### config.mk
export PLATFORM = sky130hd
export DESIGN_NAME = hamming_frame_encoder
export DESIGN_NICKNAME = d
export VERILOG_FILES = /design/src/rtl/hamming_frame_encoder.sv
export SDC_FILE = /design/constraint.sdc
export NUM_CORES = 1
export LEC_CHECK = 0
export CORE_ASPECT_RATIO = 0.8
export CORE_MARGIN = 2
export CORE_UTILIZATION = 58
export CTS_BUF_LIST = sky130_fd_sc_hd__clkbuf_4
export CTS_CLUSTER_DIAMETER = 80
export CTS_CLUSTER_SIZE = 25
export DETAILED_ROUTE_END_ITERATION = 10
export GPL_TIMING_DRIVEN = 0
export PLACE_DENSITY = 0.87
export REMOVE_ABC_BUFFERS = 1
export SLEW_MARGIN = 30
export SYNTH_ARGS = -nofsm -noshare
export SYNTH_HDL_FRONTEND = slang
export SYNTH_SLANG_ARGS = --single-unit
### constraint.sdc
create_clock -name clk -period 3 [get_ports clk]
set_input_delay 0.45 -clock clk [delete_from_list [all_inputs] [get_ports clk]]
set_output_delay 0.45 -clock clk [all_outputs]
set_load 0.03 [all_outputs]
### src/rtl/hamming_frame_encoder.sv
// Hamming(7,4) encoder with optional single-bit error injection.
// Codewords are presented in parallel and shifted out MSB-first as framed serial bits.
module hamming_frame_encoder #(
  parameter int GAP_CYCLES = 1,
  parameter int COUNT_W    = 8
) (
  input  logic               clk,
  input  logic               rst_n,
  input  logic               in_valid,
  output logic               in_ready,
  input  logic [3:0]         in_data,
  input  logic               in_parity_odd,
  input  logic [2:0]         in_err_pos,
  output logic [6:0]         cw_out,
  output logic               cw_odd,
  output logic               cw_valid,
  output logic               ser_out,
  output logic               ser_sof,
  output logic               ser_busy,
  output logic [COUNT_W-1:0] frame_count
);

  // state | meaning
  // IDLE  | shifter empty; loads hold register when it is full
  // SHIFT | driving codeword bits, bit_cnt 0..6
  // GAP   | inter-frame idle for GAP_CYCLES cycles
  typedef enum logic [1:0] {IDLE, SHIFT, GAP} state_t;

  localparam int GW = (GAP_CYCLES > 1) ? $clog2(GAP_CYCLES) : 1;
  localparam logic [GW-1:0] GAP_LOAD = GW'((GAP_CYCLES > 0) ? GAP_CYCLES - 1 : 0);

  state_t          state, state_nxt;
  logic [6:0]      hold_cw;
  logic            hold_odd;
  logic            hold_full;
  logic [6:0]      shifter;
  logic [2:0]      bit_cnt;
  logic [GW-1:0]   gap_cnt;
  logic            accept;
  logic            load;
  logic            last_bit;
  logic            gap_done;

  function automatic logic [6:0] encode(input logic [3:0] d, input logic odd,
                                        input logic [2:0] err);
    logic       p1, p2, p3;
    logic [6:0] cw;
    p1 = d[3] ^ d[2] ^ d[0] ^ odd;
    p2 = d[3] ^ d[1] ^ d[0] ^ odd;
    p3 = d[2] ^ d[1] ^ d[0] ^ odd;
    cw = {p1, p2, d[3], p3, d[2], d[1], d[0]};
    if (err != 3'd0) cw[3'd7 - err] = ~cw[3'd7 - err];
    return cw;
  endfunction

  assign in_ready = !hold_full;
  assign accept   = in_valid && !hold_full;
  assign last_bit = (state == SHIFT) && (bit_cnt == 3'd6);
  assign gap_done = (gap_cnt == '0);
  // Back-to-back reload straight from the last bit only happens without a gap.
  assign load     = hold_full && ((state == IDLE) || (last_bit && (GAP_CYCLES == 0)));

  always_ff @(posedge clk or negedge rst_n) begin
    if (!rst_n) state <= IDLE;
    else        state <= state_nxt;
  end

  always_comb begin
    state_nxt = state;
    case (state)
      IDLE:  if (hold_full) state_nxt = SHIFT;
      SHIFT: begin
        if (bit_cnt == 3'd6) begin
          if (GAP_CYCLES > 0)  state_nxt = GAP;
          else if (hold_full)  state_nxt = SHIFT;
          else                 state_nxt = IDLE;
        end
      end
      GAP:   if (gap_done) state_nxt = IDLE;
      default: state_nxt = IDLE;
    endcase
  end

  always_comb begin
    ser_out  = 1'b0;
    ser_sof  = 1'b0;
    ser_busy = 1'b0;
    if (state == SHIFT) begin
      ser_out  = shifter[6];
      ser_sof  = (bit_cnt == 3'd0);
      ser_busy = 1'b1;
    end
  end

  // Accept and load are mutually exclusive: load needs hold_full, accept needs !hold_full.
  always_ff @(posedge clk or negedge rst_n) begin
    if (!rst_n) begin
      hold_cw   <= '0;
      hold_odd  <= 1'b0;
      hold_full <= 1'b0;
    end else if (load) begin
      hold_full <= 1'b0;
    end else if (accept) begin
      hold_cw   <= encode(in_data, in_parity_odd, in_err_pos);
      hold_odd  <= in_parity_odd;
      hold_full <= 1'b1;
    end
  end

  always_ff @(posedge clk or negedge rst_n) begin
    if (!rst_n) begin
      shifter <= '0;
      bit_cnt <= '0;
    end else if (load) begin
      shifter <= hold_cw;
      bit_cnt <= '0;
    end else if (state == SHIFT) begin
      shifter <= {shifter[5:0], 1'b0};
      bit_cnt <= bit_cnt + 3'd1;
    end
  end

  always_ff @(posedge clk or negedge rst_n) begin
    if (!rst_n)                        gap_cnt <= '0;
    else if (last_bit)                 gap_cnt <= GAP_LOAD;
    else if (state == GAP && !gap_done) gap_cnt <= gap_cnt - 1'b1;
  end

  always_ff @(posedge clk or negedge rst_n) begin
    if (!rst_n) begin
      cw_out      <= '0;
      cw_odd      <= 1'b0;
      cw_valid    <= 1'b0;
      frame_count <= '0;
    end else begin
      cw_valid <= load;
      if (load) begin
        cw_out      <= hold_cw;
        cw_odd      <= hold_odd;
        frame_count <= frame_count + 1'b1;
      end
    end
  end

endmodule

==> metrics.md <==
| Metric | Value |
|---|---|
| Register area share after synthesis | between 50% and 60% |
| Post-Synth XOR/XNOR Area | between 10% and 20% |
| DIE AREA | 3500 um2 |
| Pwr Density | between 900 and 1000 nW/um2 |
| Synth Area in Adders | 2.84% |
| Placed Area | 2140 um2 |
| Largest net degree at the start of global routing | 23 |
| Most used flip-flop cell after synthesis | dfrtp_1 |
| Mux cell area share after synthesis | 6.39% |
| Worst clock skew | between 0.01 and 0.015 ns |
| Row count | 17 |
| Final ANT Viol Nets | 0 |
| Least-Margin Pin Slew | 0.667 ns |
| Reg2reg setup slack | 1.02 ns |
| Diode count | 0 |
| Initial Util | 62.3% |
| Pleak | 0.998 nW |
| CP max FO | 11 |
| RePlAce Congestion | approximately 0.74 |
| R2r worst-path depth | 4 |
| Port-buffer cells | 31 |
| Hold/Removal Path Class | input pin to async pin |
| Worst setup EP type | output port |
| Area of the multi-input gates | 746 um2 |
| Synth Area in Simple Gates | between 10% and 20% |
| Core Area | 2830 um2 |
| Syn Std Cell Area | 1760 um2 |
| Crit Path Class | register to output port |
| Layout filler cell count | 188 |
| H-tree Lvls | 2 |
| CTS sink cnt | 39 |
| CTS Buf Count | 5 |
| FFs w/ async S/R, synth | between 90% and 100% |
| Die X | 65.6 um |
| HPWL after DPL | 2.29 mm |
| Largest family of logic cells by synthesized area | simple AND/OR/NAND/NOR gates |
| Final core utilization | 77.4% |
| Total Routing Usage GR | 21.3% |
| Final Setup Violations | 0 |
| Final setup TNS | 0 ns |
| Yosys top cell by area | dfrtp_1 |
| RSZ-0062 raised after global routing | false |
| Post-Route WL | 3.10 mm |
| Rel. slew slack | 55.4% |
| Die Span Y | roughly 53 um |
| Compound-gate portion of the synthesized area | 6.96% |
| Vias in the first global route | 1,161 |
| Number of max-cap violations | 0 |
| First-pass GRT wire length | 5.35 mm |
| Drt drc | 0 |
| Startpoint types | register |
| Design Area, Final | ~2200 um2 |
| Layout cell share with drive strength beyond 1 | 11.9% |
| Post-layout min period | 2.58 ns |
| Syn. warnings | 0 |
| Hold Buf Count CTS | 0 |
| Grt total ovfl | 0 |
| Worst IR Drop VDD | 645 uV |
| Post-synthesis register bit count | 39 |
| Avg WL per Cell | ~14 um |
| Drt pass-1 iters | 4 |
| Synth top area share | 55.4% |
| Clock Latency Late Sink | about 0.35 ns |
| Setup Buffers After CTS | 0 |
| Nets | 199 |
| Crit path DAT | 2.13 ns |
| Synth top area cells | dfrtp_1 55%, mux2_2 6.4%, nand2_1 5.1% |
| Final period utilization | between 80% and 90% |
| CTS tree | done |
| Status | finished clean |
| CTS max path bufs | 2 |
| Final count of pins violating max slew | 0 |
| Top-level port count | 32 |
| Post-DR vias/cell | 5.50 |
| Total power | 2.17 mW |
| Post-Syn Area per Cell | 11.9 um2 |
| EDFF count, synth | 0 |
| Fmax | about 390 MHz |
| Reg2reg start | state[0] |
| FF+latch area | roughly 980 um2 |
| DRT iter0 DRCs | just over 80 |
| Layout overhead on the synthesized area | 24.1% |
| Clk slew on worst S/H paths | 0.11 ns |
| Post-synthesis cell count | roughly 150 |
| Initial antenna violation count | 0 |
| Final hold vios | 0 |
| Worst Path Required | around 2.6 ns |
| CTS resizes | 0 |
| RR Endpoint | cw_out[1] |
| Vias post-DR | 1,226 |
| Clock root buffer master | clkbuf_4 |
| Post-synth cell types | 28 |
[power by group]
group	switching [mW]	total [mW]	internal, mW	leakage (nW)
Sequential	0.161	0.898	0.737	0.493
Clock	0.162	0.258	0.0959	0.0307
Combinational	0.551	1.01	0.463	0.474
[worst max-delay path by stage]
| stage | to | depth (start not counted) | start | slack [ns] |
|---|---|---|---|---|
| final | ser_out | 4 | state[1] | 0.42 |
| after global routing | ser_out | 4 | state[1] | 0.30 |
| after CTS | ser_out | 4 | state[1] | 0.40 |
| after detailed placement | ser_out | 4 | state[1] | 0.80 |
| after global placement | frame_count[7] | 3 | state[0] | -0.56 |
| after floorplan | frame_count[7] | 3 | state[0] | 0.22 |
[metrics by stage]
stage | setup WS (ns) | std cells | hold slack, ns
global placement | -0.564 | 212 | 0.443
CTS | 0.404 | 223 | 0.0798
global route | 0.302 | 223 | 0.0880
floorplan | 0.222 | 143 | 0.154
finish | 0.421 | 223 | 0.0684
detailed placement | 0.804 | 215 | 0.462
[cells by family after synthesis]
| family | count (synthesis) |
|---|---|
| adder cells (fa/ha/maj) | 4 |
| AO/OA/AOI/OAI | 19 |
| AND/OR/NAND/NOR | 48 |
| XOR/XNOR | 18 |
| multiplexers | 10 |
| buffers and inverters | 10 |
| flip-flops | 39 |
[sequential cells by signal (all words and copies together), names as in the netlist]
register / count
bit_cnt: 3
cw_odd: 1
hold_cw: 7
state: 2
cw_out: 7
cw_valid: 1
frame_count: 8
hold_full: 1
gap_cnt: 1
shifter: 7
hold_odd: 1
[layout make-up]
class                      instances  area share, %
tap                               38           2.17
multi-input combinational         99           34.1
sequential                        39           44.6
clock buffer                       6           2.06
clock inverter                     2          0.343
timing repair buffer              34           15.9
inverter                           5          0.858
[Yosys cell counts, types with 4 or more instances]
cell type,count
ha_1,4
xor2_1,6
xnor2_1,8
mux2_2,10
nor3b_1,5
nand2_1,24
nand3b_1,4
dfrtp_1,39
nand4_1,5
nor2_1,4
a22oi_1,6
o21ai_0,7
inv_1,5
[critical path: stages (launching register included)]
cell	delay, ns
dfrtp_1	0.44
nand2b_1	0.21
inv_1	0.29
and2_1	0.17
clkdlybuf4s50_1	0.66
[per-layer routing]
layer | vias up | GRT usage [%] | part of all wire, %
met2 | 33 | 34.3 | 50
li1 | 581 | - | -
met4 | 0 | 9.38 | 1.8
met3 | 8 | 6.38 | 5.5
met1 | 604 | 26.7 | 43
met5 | - | 0 | 0
[layout by cell type, fill, tap and decap left out]
cell type        count
nand3b_1             4
o22ai_1              1
nor2_1               4
clkbuf_4             6
nand4_1              5
mux2_2              10
xor2_1               6
o21ai_0              7
nand3_1              1
and2_1               1
nand2_1             24
and3_1               2
xnor3_1              3
clkdlybuf4s50_1     30
buf_2                1
a22oi_1              6
o31ai_1              1
buf_4                2
a21o_1               1
nand2b_1             2
inv_1                5
dfrtp_1             39
nor3b_2              1
o21ai_1              1
nor3b_1              4
a22o_1               1
xnor2_1              8
clkinv_1             2
xor3_2               1
ha_1                 4
o21bai_1             1
buf_16               1
Power figures use the tool's default switching activity.
